`src/rtl/vga_disp_timing_gen.sv`:
```
// vga_disp_timing_gen: parametrised VGA/LCD timing generator with a registered pixel output stage
// and sticky underrun detection on the upstream pixel stream.
module vga_disp_timing_gen #(
   parameter int   COLOR_W   = 8,
   parameter int   H_ACTIVE  = 640,
   parameter int   H_FP      = 16,
   parameter int   H_SYNC    = 96,
   parameter int   H_BP      = 48,
   parameter int   V_ACTIVE  = 480,
   parameter int   V_FP      = 10,
   parameter int   V_SYNC    = 2,
   parameter int   V_BP      = 33,
   parameter logic HSYNC_POL = 1'b0,
   parameter logic VSYNC_POL = 1'b0,
   parameter int   CNT_W     = 12
) (
   input  logic                 clk_p,
   input  logic                 rst_i,
   input  logic                 en_i,
   input  logic                 pix_valid_i,
   input  logic [3*COLOR_W-1:0] pix_data_i,
   output logic                 pix_ready_o,
   output logic                 hsync_o,
   output logic                 vsync_o,
   output logic                 csync_o,
   output logic                 blank_o,
   output logic [COLOR_W-1:0]   red_o,
   output logic [COLOR_W-1:0]   green_o,
   output logic [COLOR_W-1:0]   blue_o,
   output logic [CNT_W-1:0]     hcnt_o,
   output logic [CNT_W-1:0]     vcnt_o,
   output logic                 sof_o,
   output logic                 underrun_o,
   input  logic                 underrun_clr_i
);
   localparam int H_TOTAL = H_ACTIVE + H_FP + H_SYNC + H_BP;
   localparam int V_TOTAL = V_ACTIVE + V_FP + V_SYNC + V_BP;

   logic [CNT_W-1:0] hcnt, vcnt;
   logic active, h_sync_act, v_sync_act, h_wrap, v_wrap;

   // Every qualifier is gated by en_i so a disabled generator produces idle outputs.
   always_comb begin
      h_wrap     = hcnt == CNT_W'(H_TOTAL - 1);
      v_wrap     = vcnt == CNT_W'(V_TOTAL - 1);
      active     = en_i && hcnt < CNT_W'(H_ACTIVE) && vcnt < CNT_W'(V_ACTIVE);
      h_sync_act = en_i && hcnt >= CNT_W'(H_ACTIVE + H_FP) && hcnt < CNT_W'(H_ACTIVE + H_FP + H_SYNC);
      v_sync_act = en_i && vcnt >= CNT_W'(V_ACTIVE + V_FP) && vcnt < CNT_W'(V_ACTIVE + V_FP + V_SYNC);
   end

   assign pix_ready_o = active;
   assign hcnt_o      = hcnt;
   assign vcnt_o      = vcnt;

   always_ff @(posedge clk_p or posedge rst_i) begin
      if (rst_i) begin
         hcnt <= '0;
         vcnt <= '0;
      end else if (!en_i) begin
         hcnt <= '0;
         vcnt <= '0;
      end else begin
         hcnt <= h_wrap ? '0 : hcnt + 1'b1;
         if (h_wrap) vcnt <= v_wrap ? '0 : vcnt + 1'b1;
      end
   end

   always_ff @(posedge clk_p or posedge rst_i) begin
      if (rst_i) begin
         hsync_o    <= ~HSYNC_POL;
         vsync_o    <= ~VSYNC_POL;
         csync_o    <= ~HSYNC_POL;
         blank_o    <= 1'b1;
         red_o      <= '0;
         green_o    <= '0;
         blue_o     <= '0;
         sof_o      <= 1'b0;
         underrun_o <= 1'b0;
      end else begin
         hsync_o                 <= h_sync_act ? HSYNC_POL : ~HSYNC_POL;
         vsync_o                 <= v_sync_act ? VSYNC_POL : ~VSYNC_POL;
         csync_o                 <= (h_sync_act ^ v_sync_act) ? HSYNC_POL : ~HSYNC_POL;
         blank_o                 <= ~active;
         {red_o, green_o, blue_o} <= (active && pix_valid_i) ? pix_data_i : '0;
         sof_o                   <= en_i && hcnt == '0 && vcnt == '0;
         // Set has priority over a simultaneous clear.
         underrun_o              <= (active && !pix_valid_i) ? 1'b1 : underrun_clr_i ? 1'b0 : underrun_o;
      end
   end
endmodule

```
`config.mk`:
```
export PLATFORM = sky130hd
export DESIGN_NAME = vga_disp_timing_gen
export DESIGN_NICKNAME = d
export VERILOG_FILES = /design/src/rtl/vga_disp_timing_gen.sv
export SDC_FILE = /design/constraint.sdc
export NUM_CORES = 1
export LEC_CHECK = 0
export BUFFER_PORTS_ARGS = -buffer_cell sky130_fd_sc_hd__buf_2
export CAP_MARGIN = 20
export CORE_MARGIN = 1.5
export CORE_UTILIZATION = 45
export DETAILED_ROUTE_END_ITERATION = 16
export PLACE_DENSITY_LB_ADDON = 0.2
export SETUP_SLACK_MARGIN = 0.2
export SLEW_MARGIN = 10
export SYNTH_ARGS = -nofsm -noshare
export SYNTH_HDL_FRONTEND = slang
export SYNTH_SLANG_ARGS = --single-unit
```
`constraint.sdc`:
```
create_clock -name clk_p -period 2.04 [get_ports clk_p]
set_clock_uncertainty 0.15 [all_clocks]
set_input_delay 0.408 -clock clk_p [delete_from_list [all_inputs] [get_ports clk_p]]
set_output_delay 0.408 -clock clk_p [all_outputs]
set_load 0.1 [all_outputs]
```
==> run metrics <==
outcome completed; FF+latch count, synth 54; Starting Density 47.48%; max-slew violations 0; number of antenna violations at the first check in global routing 0; Cell variety after synth 44; via/cell ratio 5.347; synth cell count leaders 50 x dfrtp_1, 25 x and3_1, 14 x nand2_1; sequential area share after synthesis 54.89%; Final WS setup 0.06636 ns; Final Instance Count excl. Fillers 401; ratio of cells with drive above 1 in the final layout 53.47%; number of buffers added on ports 83; top-count cell post-synth dfrtp_1; CP required ~1.5 ns; Net Count, Synth 264; critical path class reg -> out; largest area contributor in the netlist dfrtp_1; CTS Buffer Depth 2; Max Clock Freq 0.5067 GHz; EDFF count, synth 0; Antenna Nets Post-Route 0; final net count roughly 360; ANT cells 0; Post-DP Area 3139 µm²; DR WL/cell 15.00 µm; Worst-Skew Late Latency 0.32 ns; Tcrit/Tclk final 96.75%; die area 5945 µm²; Min Clock Period, post-route approximately 2 ns; clk slew on worst S/H paths around 0.10 ns; average size of a mapped cell between 10 and 15 µm²; Hold Fails Final Rpt 0; synth warn 0; async set-reset flop share out of synthesis 100.0%; Tightest Pin Transition 0.5033 ns; Die X 77.11 µm; mapped cell area 2471 µm²; Post-Syn Instances between 200 and 250; # rows 26; worst-path fanout max 2; GRT overflow 0; final setup fails 0; largest net degree at the start of global routing 39; clock root buffer master clkbuf_8; routed via count ~2100; dominant synthesized flop cell dfrtp_1; Core ar. 5205 µm²; Place WS 0.1572 ns; drt total wl 6014 µm; Worst Path Arrival approximately 1.4 ns; Final HPWL DP 4198 µm; worst vdd ir between 0.0004 and 0.0005 V; Leak between 0.0015 and 0.002 µW; DRT Pass-1 Iters 4; Critical Path End Type output pin; vias in the first global route 2073; DRC viols 0; RSZ-0062 raised after global routing yes; post-route cell area around 3500 µm²; DIE HEIGHT about 77 µm; synth top area cells dfrtp_1 51%, and3_1 6.3%, dfstp_2 4.3%, xnor2_1 2.8%, nand3_1 2.4%; CTS tree done; initial DRC count 128; GR Util All Layers between 20% and 30%; htree depth 2; total power divided by cell area between 600 and 700 nW/µm²; Sink Count 54; Min-Delay Path Class in -> reg; Post-Place Cells between 300 and 400; first-pass GRT wire length 10070 µm; Max-Cap Viols 0; post-synth top area share 50.63%; Relative slew margins 66.68%; Synth-to-Final Area Change 39.95%; Worst setup SP type flop; CTS Buf Count 5; Ports 84; Pwr Total 2258 µW; routability cong. around 0.89
-- flip-flops by register name (all words and copies together) (netlist names) --
| name | flops |
|---|---|
| sof_o | 1 |
| underrun_o | 1 |
| blue_o | 8 |
| green_o | 8 |
| vsync_o | 1 |
| vcnt_o | 12 |
| hsync_o | 1 |
| hcnt_o | 12 |
| csync_o | 1 |
| red_o | 8 |
| blank_o | 1 |
-- metrics by stage --
step / TNS (ns) / utilization, % / hold WS (ns)
after CTS: 0 / 64.59 / 0.1205
after global routing: 0 / 66.44 / 0.1196
after floorplan: -0.8304 / - / 0.3235
after global placement: 0 / 60.31 / 0.2840
after detailed placement: 0 / 60.31 / 0.2841
final: 0 / 66.44 / 0.1215
-- power breakdown --
part / total, µW / switching [µW] / internal [µW]
Clock: 746 / 373 / 372
Combinational: 397 / 308 / 89.1
Sequential: 1120 / 16.1 / 1100
-- layout by cell type (no fill, tap or decap), types with 3 or more instances in the layout --
| cell | Yosys | routed |
|---|---|---|
| ha_1 | 4 | 3 |
| a32oi_1 | 4 | 4 |
| dfrtp_2 | 0 | 24 |
| buf_4 | 0 | 20 |
| nand3_1 | 12 | 12 |
| nand4_1 | 9 | 9 |
| or3_1 | 3 | 3 |
| buf_2 | 5 | 72 |
| nor2_1 | 12 | 10 |
| nand2_1 | 14 | 14 |
| nor3_1 | 5 | 3 |
| clkbuf_4 | 0 | 9 |
| xnor2_1 | 8 | 8 |
| o211ai_1 | 3 | 3 |
| nor4_2 | 1 | 3 |
| inv_1 | 8 | 6 |
| and3_4 | 0 | 8 |
| a21oi_2 | 0 | 3 |
| nor4_1 | 5 | 3 |
| dfrtp_1 | 50 | 26 |
| dfstp_2 | 4 | 4 |
| and3_1 | 25 | 17 |
| and2_1 | 7 | 6 |
| o31ai_2 | 0 | 3 |
| clkbuf_8 | 0 | 5 |
| and4_1 | 5 | 4 |
-- area by class of cell --
cell class              count  area [µm²]
well taps                  70       87.58
multi-input cells         155        1184
fillers                   426        1747
inverters                   8       33.78
clock buffers               5       68.82
clock inverters             3       47.55
repair buffers            106       650.6
flip-flops and latches     54        1386
-- critical path, cell delays in order (launching register included) --
cell and delay [ns]:
dfrtp_2 0.44, nor2_4 0.11, and2_4 0.14, and4_4 0.23
buf_12 0.17
-- path summary, 6_finish.rpt --
path	from	endpoint	slack [ns]	cells past startpoint
min in group asynchronous	rst_i	sof_o	0.47	3
min	underrun_clr_i	underrun_o	0.12	2
max in group asynchronous	rst_i	blank_o	0.70	4
min reg2reg	hcnt_o[0]	hcnt_o[0]	0.36	1
max reg2reg	hcnt_o[7]	vcnt_o[3]	0.15	4
max	hcnt_o[11]	pix_ready_o	0.07	4
-- routing by layer --
layer  wire, µm  up-vias  part of all wire, %  GRT usage [%]
li1           -     1035                    -              -
met1       2735     1041                   45          30.12
met2       2934       60                   49          33.19
met3        269        8                  4.5          4.048
met4         74        0                  1.2          6.727
met5          0        -                    0              0
-- kinds of logic (layout without fill, tap and decap cells) --
group                    count (synthesis)  in the layout  share of synthesized area (%)
XOR/XNOR                                10             10                          3.545
flip-flops                              54             54                          54.89
buffers and inverters                   22            122                          3.595
AO/OA/AOI/OAI                           31             31                          9.873
adder cells (fa/ha/maj)                  4              4                          2.025
AND/OR/NAND/NOR                        110            110                          26.08
-- repair_timing --
action	4_1_cts	5_1_grt
hold endpoints to repair	14	0
endpoints found under the setup margin	9	23
buffers inserted	7	5
hold buffers	1	0
gates resized for setup	12	17
pin swaps	13	4
Power figures use the tool's default switching activity.
